## src/rtl/alu_arbiter_if.sv

```systemverilog
// Bus bundle for alu_arbiter: requester handshake, ALU command/result
// channel and the response channel.
//   slave  : the arbiter side (consumes requests and ALU results,
//            drives REQ_READY, ALU_* commands and RSP_*)
//   master : the fabric/ALU side (the mirror image)
interface alu_arbiter_if #(
    parameter int WIDTH = 8,
    parameter int CMD_W = 4,
    parameter int NREQ  = 2
);
    logic [NREQ-1:0]       REQ_VALID;
    logic [NREQ-1:0]       REQ_READY;
    logic [NREQ-1:0]       REQ_MODE;
    logic [NREQ*CMD_W-1:0] REQ_CMD;
    logic [NREQ*WIDTH-1:0] REQ_OPA;
    logic [NREQ*WIDTH-1:0] REQ_OPB;
    logic [NREQ-1:0]       REQ_CIN;

    logic                  ALU_CE;
    logic [1:0]            ALU_INP_VALID;
    logic                  ALU_MODE;
    logic [CMD_W-1:0]      ALU_CMD;
    logic [WIDTH-1:0]      ALU_OPA;
    logic [WIDTH-1:0]      ALU_OPB;
    logic                  ALU_CIN;
    logic [2*WIDTH-1:0]    ALU_RES;
    logic                  ALU_ERR;

    logic [NREQ-1:0]       RSP_VALID;
    logic [2*WIDTH-1:0]    RSP_RES;
    logic                  RSP_ERR;

    modport slave (
        input  REQ_VALID, REQ_MODE, REQ_CMD, REQ_OPA, REQ_OPB, REQ_CIN,
        input  ALU_RES, ALU_ERR,
        output REQ_READY,
        output ALU_CE, ALU_INP_VALID, ALU_MODE, ALU_CMD, ALU_OPA, ALU_OPB, ALU_CIN,
        output RSP_VALID, RSP_RES, RSP_ERR
    );

    modport master (
        output REQ_VALID, REQ_MODE, REQ_CMD, REQ_OPA, REQ_OPB, REQ_CIN,
        output ALU_RES, ALU_ERR,
        input  REQ_READY,
        input  ALU_CE, ALU_INP_VALID, ALU_MODE, ALU_CMD, ALU_OPA, ALU_OPB, ALU_CIN,
        input  RSP_VALID, RSP_RES, RSP_ERR
    );
endinterface

```

## src/rtl/alu_arbiter.sv

```systemverilog
// alu_arbiter: shares one ALU between NREQ requesters.
// A round-robin arbiter grants one valid request at a time, the winner's
// operands are issued to the ALU for one cycle, the arbiter waits a
// command-dependent latency, captures the result and returns it on a
// one-hot response strobe. One operation is in flight at a time.
// Ports:
//   CLK  : clock, rising edge
//   RST  : asynchronous active-high reset
//   bus  : alu_arbiter_if.slave (REQ_*, ALU_*, RSP_* signals)
module alu_arbiter #(
    parameter int WIDTH    = 8,
    parameter int CMD_W    = 4,
    parameter int NREQ     = 2,
    parameter int BASE_LAT = 1,
    parameter int MUL_LAT  = 2
) (
    input  logic         CLK,
    input  logic         RST,
    alu_arbiter_if.slave bus
);
    localparam int PTR_W   = $clog2(NREQ);
    localparam int MAX_LAT = (BASE_LAT > MUL_LAT) ? BASE_LAT : MUL_LAT;
    localparam int LAT_W   = $clog2(MAX_LAT + 1);

    typedef enum logic [1:0] {
        ST_IDLE,
        ST_ISSUE,
        ST_WAIT,
        ST_RESP
    } state_t;

    state_t               state_q, state_d;
    logic [PTR_W-1:0]     ptr_q,   ptr_d;
    logic [PTR_W-1:0]     grant_q, grant_d;
    logic                 mode_q,  mode_d;
    logic [CMD_W-1:0]     cmd_q,   cmd_d;
    logic [WIDTH-1:0]     opa_q,   opa_d;
    logic [WIDTH-1:0]     opb_q,   opb_d;
    logic                 cin_q,   cin_d;
    logic [LAT_W-1:0]     cnt_q,   cnt_d;
    logic [2*WIDTH-1:0]   res_q,   res_d;
    logic                 err_q,   err_d;

    // Round-robin winner search
    logic                 win_found;
    logic [PTR_W-1:0]     win_idx;
    int unsigned          cand;

    // Combinational outputs
    logic [NREQ-1:0]      req_ready;
    logic                 alu_ce;
    logic [1:0]           alu_inp_valid;
    logic [NREQ-1:0]      rsp_valid;
    logic                 is_mul;

    // First valid requester at or above the pointer, wrapping modulo NREQ.
    always_comb begin
        win_found = 1'b0;
        win_idx   = '0;
        cand      = 0;
        for (int unsigned k = 0; k < NREQ; k++) begin
            cand = 32'(ptr_q) + k;
            if (cand >= NREQ) begin
                cand = cand - NREQ;
            end
            if (!win_found && bus.REQ_VALID[PTR_W'(cand)]) begin
                win_found = 1'b1;
                win_idx   = PTR_W'(cand);
            end
        end
    end

    assign is_mul = mode_q && ((cmd_q == CMD_W'(9)) || (cmd_q == CMD_W'(10)));

    always_comb begin
        state_d       = state_q;
        ptr_d         = ptr_q;
        grant_d       = grant_q;
        mode_d        = mode_q;
        cmd_d         = cmd_q;
        opa_d         = opa_q;
        opb_d         = opb_q;
        cin_d         = cin_q;
        cnt_d         = cnt_q;
        res_d         = res_q;
        err_d         = err_q;
        req_ready     = '0;
        alu_ce        = 1'b0;
        alu_inp_valid = 2'b00;
        rsp_valid     = '0;

        unique case (state_q)
            ST_IDLE: begin
                // READY is gated by RST so every output reads 0 during reset
                if (win_found && !RST) begin
                    req_ready[win_idx] = 1'b1;
                    grant_d = win_idx;
                    mode_d  = bus.REQ_MODE[win_idx];
                    cmd_d   = bus.REQ_CMD[int'(win_idx)*CMD_W +: CMD_W];
                    opa_d   = bus.REQ_OPA[int'(win_idx)*WIDTH +: WIDTH];
                    opb_d   = bus.REQ_OPB[int'(win_idx)*WIDTH +: WIDTH];
                    cin_d   = bus.REQ_CIN[win_idx];
                    ptr_d   = (win_idx == PTR_W'(NREQ - 1)) ? '0 : win_idx + 1'b1;
                    state_d = ST_ISSUE;
                end
            end
            ST_ISSUE: begin
                alu_ce        = 1'b1;
                alu_inp_valid = 2'b11;
                cnt_d         = is_mul ? LAT_W'(MUL_LAT) : LAT_W'(BASE_LAT);
                state_d       = ST_WAIT;
            end
            ST_WAIT: begin
                alu_ce = 1'b1;
                // Only the result present in the last WAIT cycle is taken
                if (cnt_q == LAT_W'(1)) begin
                    res_d   = bus.ALU_RES;
                    err_d   = bus.ALU_ERR;
                    state_d = ST_RESP;
                end else begin
                    cnt_d = cnt_q - 1'b1;
                end
            end
            ST_RESP: begin
                rsp_valid[grant_q] = 1'b1;
                state_d = ST_IDLE;
            end
            default: state_d = ST_IDLE;
        endcase
    end

    always_ff @(posedge CLK or posedge RST) begin
        if (RST) begin
            state_q <= ST_IDLE;
            ptr_q   <= '0;
            grant_q <= '0;
            mode_q  <= 1'b0;
            cmd_q   <= '0;
            opa_q   <= '0;
            opb_q   <= '0;
            cin_q   <= 1'b0;
            cnt_q   <= '0;
            res_q   <= '0;
            err_q   <= 1'b0;
        end else begin
            state_q <= state_d;
            ptr_q   <= ptr_d;
            grant_q <= grant_d;
            mode_q  <= mode_d;
            cmd_q   <= cmd_d;
            opa_q   <= opa_d;
            opb_q   <= opb_d;
            cin_q   <= cin_d;
            cnt_q   <= cnt_d;
            res_q   <= res_d;
            err_q   <= err_d;
        end
    end

    assign bus.REQ_READY     = req_ready;
    assign bus.ALU_CE        = alu_ce;
    assign bus.ALU_INP_VALID = alu_inp_valid;
    assign bus.ALU_MODE      = mode_q;
    assign bus.ALU_CMD       = cmd_q;
    assign bus.ALU_OPA       = opa_q;
    assign bus.ALU_OPB       = opb_q;
    assign bus.ALU_CIN       = cin_q;
    assign bus.RSP_VALID     = rsp_valid;
    assign bus.RSP_RES       = res_q;
    assign bus.RSP_ERR       = err_q;
endmodule

```

## src/flat_wrapper.sv

```systemverilog
// flat-port wrapper written by rule: the top's interface ports become plain ports
module alu_arbiter_flat 
#(
    parameter int WIDTH    = 8,
    parameter int CMD_W    = 4,
    parameter int NREQ     = 2,
    parameter int BASE_LAT = 1,
    parameter int MUL_LAT  = 2
)
  (CLK, RST, bus_REQ_VALID, bus_REQ_MODE, bus_REQ_CMD, bus_REQ_OPA, bus_REQ_OPB, bus_REQ_CIN, bus_ALU_RES, bus_ALU_ERR, bus_REQ_READY, bus_ALU_CE, bus_ALU_INP_VALID, bus_ALU_MODE, bus_ALU_CMD, bus_ALU_OPA, bus_ALU_OPB, bus_ALU_CIN, bus_RSP_VALID, bus_RSP_RES, bus_RSP_ERR);
  alu_arbiter_if #(.WIDTH(WIDTH), .CMD_W(CMD_W), .NREQ(NREQ)) bus_i ();
  input  logic CLK;
  input  logic RST;
  input wire logic [$bits(bus_i.REQ_VALID)-1:0] bus_REQ_VALID;
  input wire logic [$bits(bus_i.REQ_MODE)-1:0] bus_REQ_MODE;
  input wire logic [$bits(bus_i.REQ_CMD)-1:0] bus_REQ_CMD;
  input wire logic [$bits(bus_i.REQ_OPA)-1:0] bus_REQ_OPA;
  input wire logic [$bits(bus_i.REQ_OPB)-1:0] bus_REQ_OPB;
  input wire logic [$bits(bus_i.REQ_CIN)-1:0] bus_REQ_CIN;
  input wire logic [$bits(bus_i.ALU_RES)-1:0] bus_ALU_RES;
  input wire logic [$bits(bus_i.ALU_ERR)-1:0] bus_ALU_ERR;
  output wire logic [$bits(bus_i.REQ_READY)-1:0] bus_REQ_READY;
  output wire logic [$bits(bus_i.ALU_CE)-1:0] bus_ALU_CE;
  output wire logic [$bits(bus_i.ALU_INP_VALID)-1:0] bus_ALU_INP_VALID;
  output wire logic [$bits(bus_i.ALU_MODE)-1:0] bus_ALU_MODE;
  output wire logic [$bits(bus_i.ALU_CMD)-1:0] bus_ALU_CMD;
  output wire logic [$bits(bus_i.ALU_OPA)-1:0] bus_ALU_OPA;
  output wire logic [$bits(bus_i.ALU_OPB)-1:0] bus_ALU_OPB;
  output wire logic [$bits(bus_i.ALU_CIN)-1:0] bus_ALU_CIN;
  output wire logic [$bits(bus_i.RSP_VALID)-1:0] bus_RSP_VALID;
  output wire logic [$bits(bus_i.RSP_RES)-1:0] bus_RSP_RES;
  output wire logic [$bits(bus_i.RSP_ERR)-1:0] bus_RSP_ERR;
  assign bus_i.REQ_VALID = bus_REQ_VALID;
  assign bus_i.REQ_MODE = bus_REQ_MODE;
  assign bus_i.REQ_CMD = bus_REQ_CMD;
  assign bus_i.REQ_OPA = bus_REQ_OPA;
  assign bus_i.REQ_OPB = bus_REQ_OPB;
  assign bus_i.REQ_CIN = bus_REQ_CIN;
  assign bus_i.ALU_RES = bus_ALU_RES;
  assign bus_i.ALU_ERR = bus_ALU_ERR;
  assign bus_REQ_READY = bus_i.REQ_READY;
  assign bus_ALU_CE = bus_i.ALU_CE;
  assign bus_ALU_INP_VALID = bus_i.ALU_INP_VALID;
  assign bus_ALU_MODE = bus_i.ALU_MODE;
  assign bus_ALU_CMD = bus_i.ALU_CMD;
  assign bus_ALU_OPA = bus_i.ALU_OPA;
  assign bus_ALU_OPB = bus_i.ALU_OPB;
  assign bus_ALU_CIN = bus_i.ALU_CIN;
  assign bus_RSP_VALID = bus_i.RSP_VALID;
  assign bus_RSP_RES = bus_i.RSP_RES;
  assign bus_RSP_ERR = bus_i.RSP_ERR;
  alu_arbiter #(.WIDTH(WIDTH), .CMD_W(CMD_W), .NREQ(NREQ), .BASE_LAT(BASE_LAT), .MUL_LAT(MUL_LAT)) u_core (.CLK(CLK), .RST(RST), .bus(bus_i));
endmodule
```

## config.mk

```make
export PLATFORM = sky130hd
export DESIGN_NAME = alu_arbiter_flat
export DESIGN_NICKNAME = d
export VERILOG_FILES = /design/src/rtl/alu_arbiter_if.sv /design/src/rtl/alu_arbiter.sv /design/src/flat_wrapper.sv
export SDC_FILE = /design/constraint.sdc
export NUM_CORES = 1
export LEC_CHECK = 0
export CORE_UTILIZATION = 42
export DETAILED_ROUTE_END_ITERATION = 16
export PLACE_DENSITY = 0.85
export SLEW_MARGIN = 20
export SYNTH_ARGS = -nofsm -noshare
export SYNTH_HDL_FRONTEND = slang
export SYNTH_SLANG_ARGS = --single-unit
export TNS_END_PERCENT = 30
```

## constraint.sdc

```tcl
create_clock -name CLK -period 3.4 [get_ports CLK]
set_input_delay 1.02 -clock CLK [delete_from_list [all_inputs] [get_ports CLK]]
set_output_delay 1.02 -clock CLK [all_outputs]
set_load 0.01 [all_outputs]
```

==> flow_summary.yaml, run 1 <==
status:
  outcome: "complete, no violations"
placed_design:
  gp_congestion: 0.7853
  dp.cells: 330
  place_ws_ns: 0.03007
  portBuffers: 110
  dpl_cell_area_sq_um: 3232
  dp_hpwl_mm: 3.860
finish:
  area_delta_synth_final_pct: 58.55
  regArea_sq_um: 1126
  final_cells: 338
  nFillCells: 380
  multi_input_area_sq_um: 859.6
  n_antenna_cell: 0
  layout-drive-gt1-share_pct: 14.02
  fin_area_sq_um: 3317
  final_util_pct: 69.76
  final_nets: 341
timing:
  setup_viol: 0
  max_slew_margin_pct: 62.06
  holdWs_ns: 0.5073
  fmax_mhz: 300.4
  setup_slack_ns: 0.07091
  worst_pin_slew_ns: 0.5691
  slew_viol_final: 0
  rsz0062_at_grt: "no"
  fin_crit_sh_pct: 97.91
  finalCriticalPeriod_ns: 3.329
  skew_ns: 0.008374
  timing_hold_violations_final: 0
  fin_setup_tns_ns: 0
global_routing:
  grt.total_usage_pct: 20.78
  grt_pass1_vias: 1782
  grt_max_degree: 46
  grt_antenna_before_repair: 0
  overflow: 0
  grt_pass1_wl_mm: 8.342
clocking:
  cts_resized: 0
  cts.sinks: 45
  cts_root_buffer: "clkbuf_8"
  postCtsHoldBufs: 0
  htree_levels: 2
  clk_latency_ns: 0.29
  cts_tree: "done"
  post_cts_buffers: 0
  numCtsBuffers: 5
  cts_buffer_depth: 2
  clkSlewWorstSetupHoldPaths_ns: 0.07
power_and_ir_drop:
  power.density_nw_per_um2: 818.4
  pwr-share-clk_pct: 11.5
  peakVddDrop_mv: 0.4444
  p_sw_mw: 0.8678
  total_power_mw: 2.715
  seqPwrFrac_pct: 35.1
  leakage_nw: 1.403
  switching_share_pct: 31.97
  p_comb_share_pct: 53.5
  p_int_mw: 1.847
worst_setup_path:
  crit_type: "in2out"
  cp-startpoint: "RST"
  startpoint_type: "input pin"
  critPathSlowestCell: "clkdlybuf4s50_1"
  required_ns: 2.38
  arrival_ns: 2.31
  end_kind: "output port"
  worstSetupEndpoint: "bus_REQ_READY[0]"
  cp_slowest_stage_delay_ns: 0.53
  r2r_slack_ns: 1.56
  worstRegToRegCells: 6
  timing.rr.start: "u_core.state_q[0]$_DFFE_PP0P_"
  cp_cell_sequence: "clkdlybuf4s50_1 -> nor2b_2 -> and3_1 -> clkdlybuf4s50_1"
  rr_endpoint: "u_core.bus.ALU_OPB[7]$_DFFE_PP0P_"
  crit_path_frequent_cell: "clkdlybuf4s50_1"
  crit_fanout: 2
synthesis:
  ys_seq_elements: 45
  synth_area_leaders: "dfrtp_1, mux2_2, a221o_1"
  syn_area_per_cell_sq_um: 13.08
  synth_common_cells: "dfrtp_1, o21a_1, a221o_1, mux2_2"
  ys_seq_area_share_pct: 53.83
  synth_top_area_cell: "dfrtp_1"
  netlist_area_sq_um: 2092
  synth_top_area_share_pct: 53.83
  synth_edf_count: 0
  synth.most_common_cell: "dfrtp_1"
  synth.distinct_cells: 32
  postSynthCellCount: 160
  ys.flop_type: "dfrtp_1"
  yosysWarnings: 0
  async_flop_share_pct: 100.0
  syn_nets: 231
detailed_routing:
  wl_per_cell_um: 15.44
  routed_wl_mm: 5.219
  viasPerCell: 5.148
  drc: 0
  dr.pass1.iters: 4
  antenna_left: 0
  vias: 1740
  drtIter0Drc: 81
job:
  cap_viol_max_count: 0
floorplanning:
  rows: 25
  placeableCoreArea_sq_um: 4755
  die_w_um: 72.58
  fp.dieH_um: 72.58
  ioPinCount: 111
  die_area_sq_um: 5267
  initial_utilization_pct: 44.00
hold_path:
  hold_class: "reg2reg"
worst max-delay path: cells and delay by family:
family | cells | cell delay (ns)
buf+inv | 2 | 0.97
simple gates | 2 | 0.32
routing by layer:
layer / part of all wire [%] / track usage (%) / vias up
li1: - / - / 820
met1: 39 / 25.43 / 848
met2: 54 / 36.24 / 63
met3: 5.2 / 4.420 / 9
met4: 1.9 / 7.407 / 0
met5: 0 / 0 / -
cells by family (layout without fill, tap and decap cells):
kind of cell	after synthesis	in the layout	share of synthesized area [%]
compound gates	54	54	22.31
xor+xnor	1	1	0.4187
fa+ha+maj	6	6	3.588
buf+inv	18	129	5.203
flops	45	45	53.83
mux	19	19	10.17
simple gates	17	17	4.486
final cells by class:
| class | instances | area share [%] |
|---|---|---|
| inverter | 5 | 0.5658 |
| timing repair buffer | 116 | 34.63 |
| sequential | 45 | 33.95 |
| tap | 67 | 2.527 |
| clock buffer | 8 | 2.414 |
| multi-input combinational | 97 | 25.91 |
layout by cell type, fill, tap and decap left out, types with 4 or more instances in the layout:
cell type,instances
clkdlybuf4s50_1,109
o21a_1,22
inv_1,4
ha_1,6
dfrtp_1,45
clkbuf_8,5
mux2_2,18
a221o_2,4
a221o_1,18
buf_4,6
power groups by stage:
stage | Sequential, mW | Combinational [mW] | Clock (mW)
2_1_floorplan | 1.05 | 0.659 | 0
5_1_grt | 0.983 | 1.57 | 0.341
6_report | 0.952 | 1.45 | 0.311
3_5_place_dp | 0.963 | 1.46 | 0
4_1_cts | 0.953 | 1.47 | 0.326
3_3_place_gp | 0.953 | 1.42 | 0
registers in the layout, summed over array words and instances (netlist names):
name,flops
u_core.cnt_q,2
u_core.ptr_q,1
u_core.bus.ALU_CMD,4
u_core.bus.ALU_OPB,8
u_core.bus.ALU_OPA,8
u_core.state_q,2
u_core.bus.ALU_CIN,1
u_core.bus.RSP_ERR,1
u_core.bus.ALU_MODE,1
u_core.bus.RSP_RES,16
u_core.grant_q,1
how the worst min path moves through the flow:
| stage | to | from | cells after the start | slack, ns |
|---|---|---|---|---|
| final | u_core.bus.RSP_RES[1]$_DFFE_PP0P_ | u_core.bus.RSP_RES[1]$_DFFE_PP0P_ | 1 | 0.51 |
| after global routing | u_core.bus.RSP_RES[1]$_DFFE_PP0P_ | u_core.bus.RSP_RES[1]$_DFFE_PP0P_ | 1 | 0.52 |
| after floorplan | u_core.ptr_q$_DFFE_PP0P_ | u_core.ptr_q$_DFFE_PP0P_ | 1 | 0.49 |
| after global placement | u_core.bus.RSP_RES[10]$_DFFE_PP0P_ | u_core.bus.RSP_RES[10]$_DFFE_PP0P_ | 1 | 0.49 |
| after detailed placement | u_core.bus.RSP_RES[1]$_DFFE_PP0P_ | u_core.bus.RSP_RES[1]$_DFFE_PP0P_ | 1 | 0.49 |
| after CTS | u_core.bus.RSP_RES[1]$_DFFE_PP0P_ | u_core.bus.RSP_RES[1]$_DFFE_PP0P_ | 1 | 0.51 |
Power figures use the tool's default switching activity.
==> inputs of run 2 (changes only) <==
CAP_MARGIN = 30   (was not set)
clock period = 4.1 ns   (was 3.4 ns; I/O delays follow)
==> run 2 against run 1 <==
  * Flip-flop and latch count stayed put
  * Worst hold slack improved by 0.00083 ns
  * Non-clock buffer count down 2
  * Sequential share of layout area fell by 0.14 points
  * Critical endpoint unchanged
  * Clock power is 4% lower
  * First-iteration DRC count down 6.2%
==> flow_summary.yaml, run 2 (synthesized netlist as in run 1, its figures left out) <==
detailed_routing:
  wl_per_cell_um: 15.42
  routed_wl_mm: 5.182
  vias: 1741
  viasPerCell: 5.182
  antenna_left: 0
  dr.pass1.iters: 4
  drtIter0Drc: 76
  drc: 0
clocking:
  numCtsBuffers: 5
  post_cts_buffers: 0
  postCtsHoldBufs: 0
  cts.sinks: 45
  cts_root_buffer: "clkbuf_8"
  cts_resized: 0
  cts_tree: "done"
  clkSlewWorstSetupHoldPaths_ns: 0.08
  cts_buffer_depth: 2
  clk_latency_ns: 0.29
  htree_levels: 2
worst_setup_path:
  path_delay_family: "buffers and inverters"
  timing.rr.start: "u_core.state_q[0]$_DFFE_PP0P_"
  crit_fanout: 4
  required_ns: 2.87
  crit_path_frequent_cell: "clkdlybuf4s50_1"
  worstPathBufferInverterCount: 2
  startpoint_type: "input pin"
  arrival_ns: 2.62
  cp_cell_sequence: "clkdlybuf4s50_1 -> nor2b_1 -> and3_1 -> clkdlybuf4s50_1"
  cp_slowest_stage_delay_ns: 0.54
  end_kind: "output port"
  critPathSlowestCell: "clkdlybuf4s50_1"
  cp-startpoint: "RST"
  crit_type: "in2out"
power_and_ir_drop:
  leakage_nw: 1.395
  peakVddDrop_mv: 0.3098
  power.density_nw_per_um2: 685.7
global_routing:
  grt_pass1_vias: 1835
  grt.total_usage_pct: 20.95
  grt_antenna_before_repair: 0
  grt_pass1_wl_mm: 8.438
  grt_max_degree: 26
  overflow: 0
finish:
  final_nets: 339
  largest_reg_flops: 16
  final_cell_mix: "clkdlybuf4s50_1, dfrtp_1, o21a_1"
  final_common_cell: "clkdlybuf4s50_1"
  final_util_pct: 70.05
  n_antenna_cell: 0
  area_delta_synth_final_pct: 59.21
  layout-drive-gt1-share_pct: 14.13
placed_design:
  gp_congestion: 0.7938
  dp_hpwl_mm: 3.836
  place_ws_ns: 0.2693
  portBuffers: 110
floorplanning:
  ioPinCount: 111
  rows: 25
  initial_utilization_pct: 44.00
  fp.dieH_um: 72.58
  placeableCoreArea_sq_um: 4755
  die_area_sq_um: 5267
  die_w_um: 72.58
hold_path:
  hp-start: "u_core.bus.RSP_RES[4]$_DFFE_PP0P_"
  hold_class: "reg2reg"
timing:
  timing_hold_violations_final: 0
  setup_slack_ns: 0.2531
  fin_setup_tns_ns: 0
  fin_crit_sh_pct: 93.83
  max_slew_margin_pct: 40.10
  finalCriticalPeriod_ns: 3.847
  setup_viol: 0
  worst_pin_slew_ns: 0.8985
  rsz0062_at_grt: "no"
  skew_ns: 0.003525
  slew_viol_final: 0
  holdWs_ns: 0.5082
  fmax_mhz: 259.9
status:
  outcome: "complete, no violations"
job:
  cap_viol_max_count: 0
[run 2: cell types whose count changed in the layout (fill, tap and decap cells not counted), sizes merged]
cell	before	now
clkdlybuf4s50	109	110
clkbuf	8	7
buf	6	4
clkinv	0	1
dlymetal6s2s	1	0
[run 2: worst reg2reg max path, delay by kind of cell, from the launching register on]
kind	cells	cell delay (ns)
AO/OA/AOI/OAI	2	0.65
AND/OR/NAND/NOR	1	0.50
buffers and inverters	1	0.12
adder cells (fa/ha/maj)	1	0.23
flip-flops	1	0.43
[run 2: cell type report]
type                       instances  area (sq um)
inverter                           5         18.77
clock inverter                     1         5.005
tap                               67         83.83
fill                             389          1424
timing repair buffer             114          1144
sequential                        45          1126
clock buffer                       7         96.34
multi-input combinational         97         857.1
[run 2: final timing paths]
| kind | endpoint | slack [ns] | cells after the start |
|---|---|---|---|
| setup / recovery | bus_REQ_READY[0] | 0.25 | 4 |
| hold / removal | u_core.bus.RSP_RES[4]$_DFFE_PP0P_ | 0.51 | 1 |
| setup reg to reg | u_core.bus.ALU_OPB[7]$_DFFE_PP0P_ | 2.07 | 5 |
| hold reg to reg | u_core.bus.RSP_RES[4]$_DFFE_PP0P_ | 0.51 | 1 |
| max in group asynchronous | u_core.bus.RSP_RES[5]$_DFFE_PP0P_ | 2.25 | 3 |
| min in group asynchronous | u_core.bus.ALU_OPA[6]$_DFFE_PP0P_ | 1.36 | 2 |
[run 2: stage by stage]
| step | cells | area (sq um) | total power, mW |
|---|---|---|---|
| after floorplan | 160 | 2092 | 1.418 |
| after CTS | 336 | 3331 | 2.309 |
| after detailed placement | 328 | 3229 | 2.002 |
| after global placement | 327 | 3209 | 1.966 |
| final | 336 | 3331 | 2.284 |
| after global routing | 336 | 3331 | 2.434 |
[run 2: routing by layer]
| metal | GRT usage, % | vias to the layer above | share of wire (%) |
|---|---|---|---|
| li1 | - | 813 | - |
| met1 | 24.48 | 862 | 41 |
| met4 | 5.664 | 0 | 1.3 |
| met5 | 0 | - | 0 |
| met3 | 6.215 | 8 | 5.2 |
| met2 | 37.38 | 58 | 53 |
[run 2: where the power goes]
part	leakage, nW	switching (mW)	internal [mW]
Combinational	0.797	0.452	0.744
Sequential	0.544	0.127	0.662
Clock	0.0542	0.146	0.152
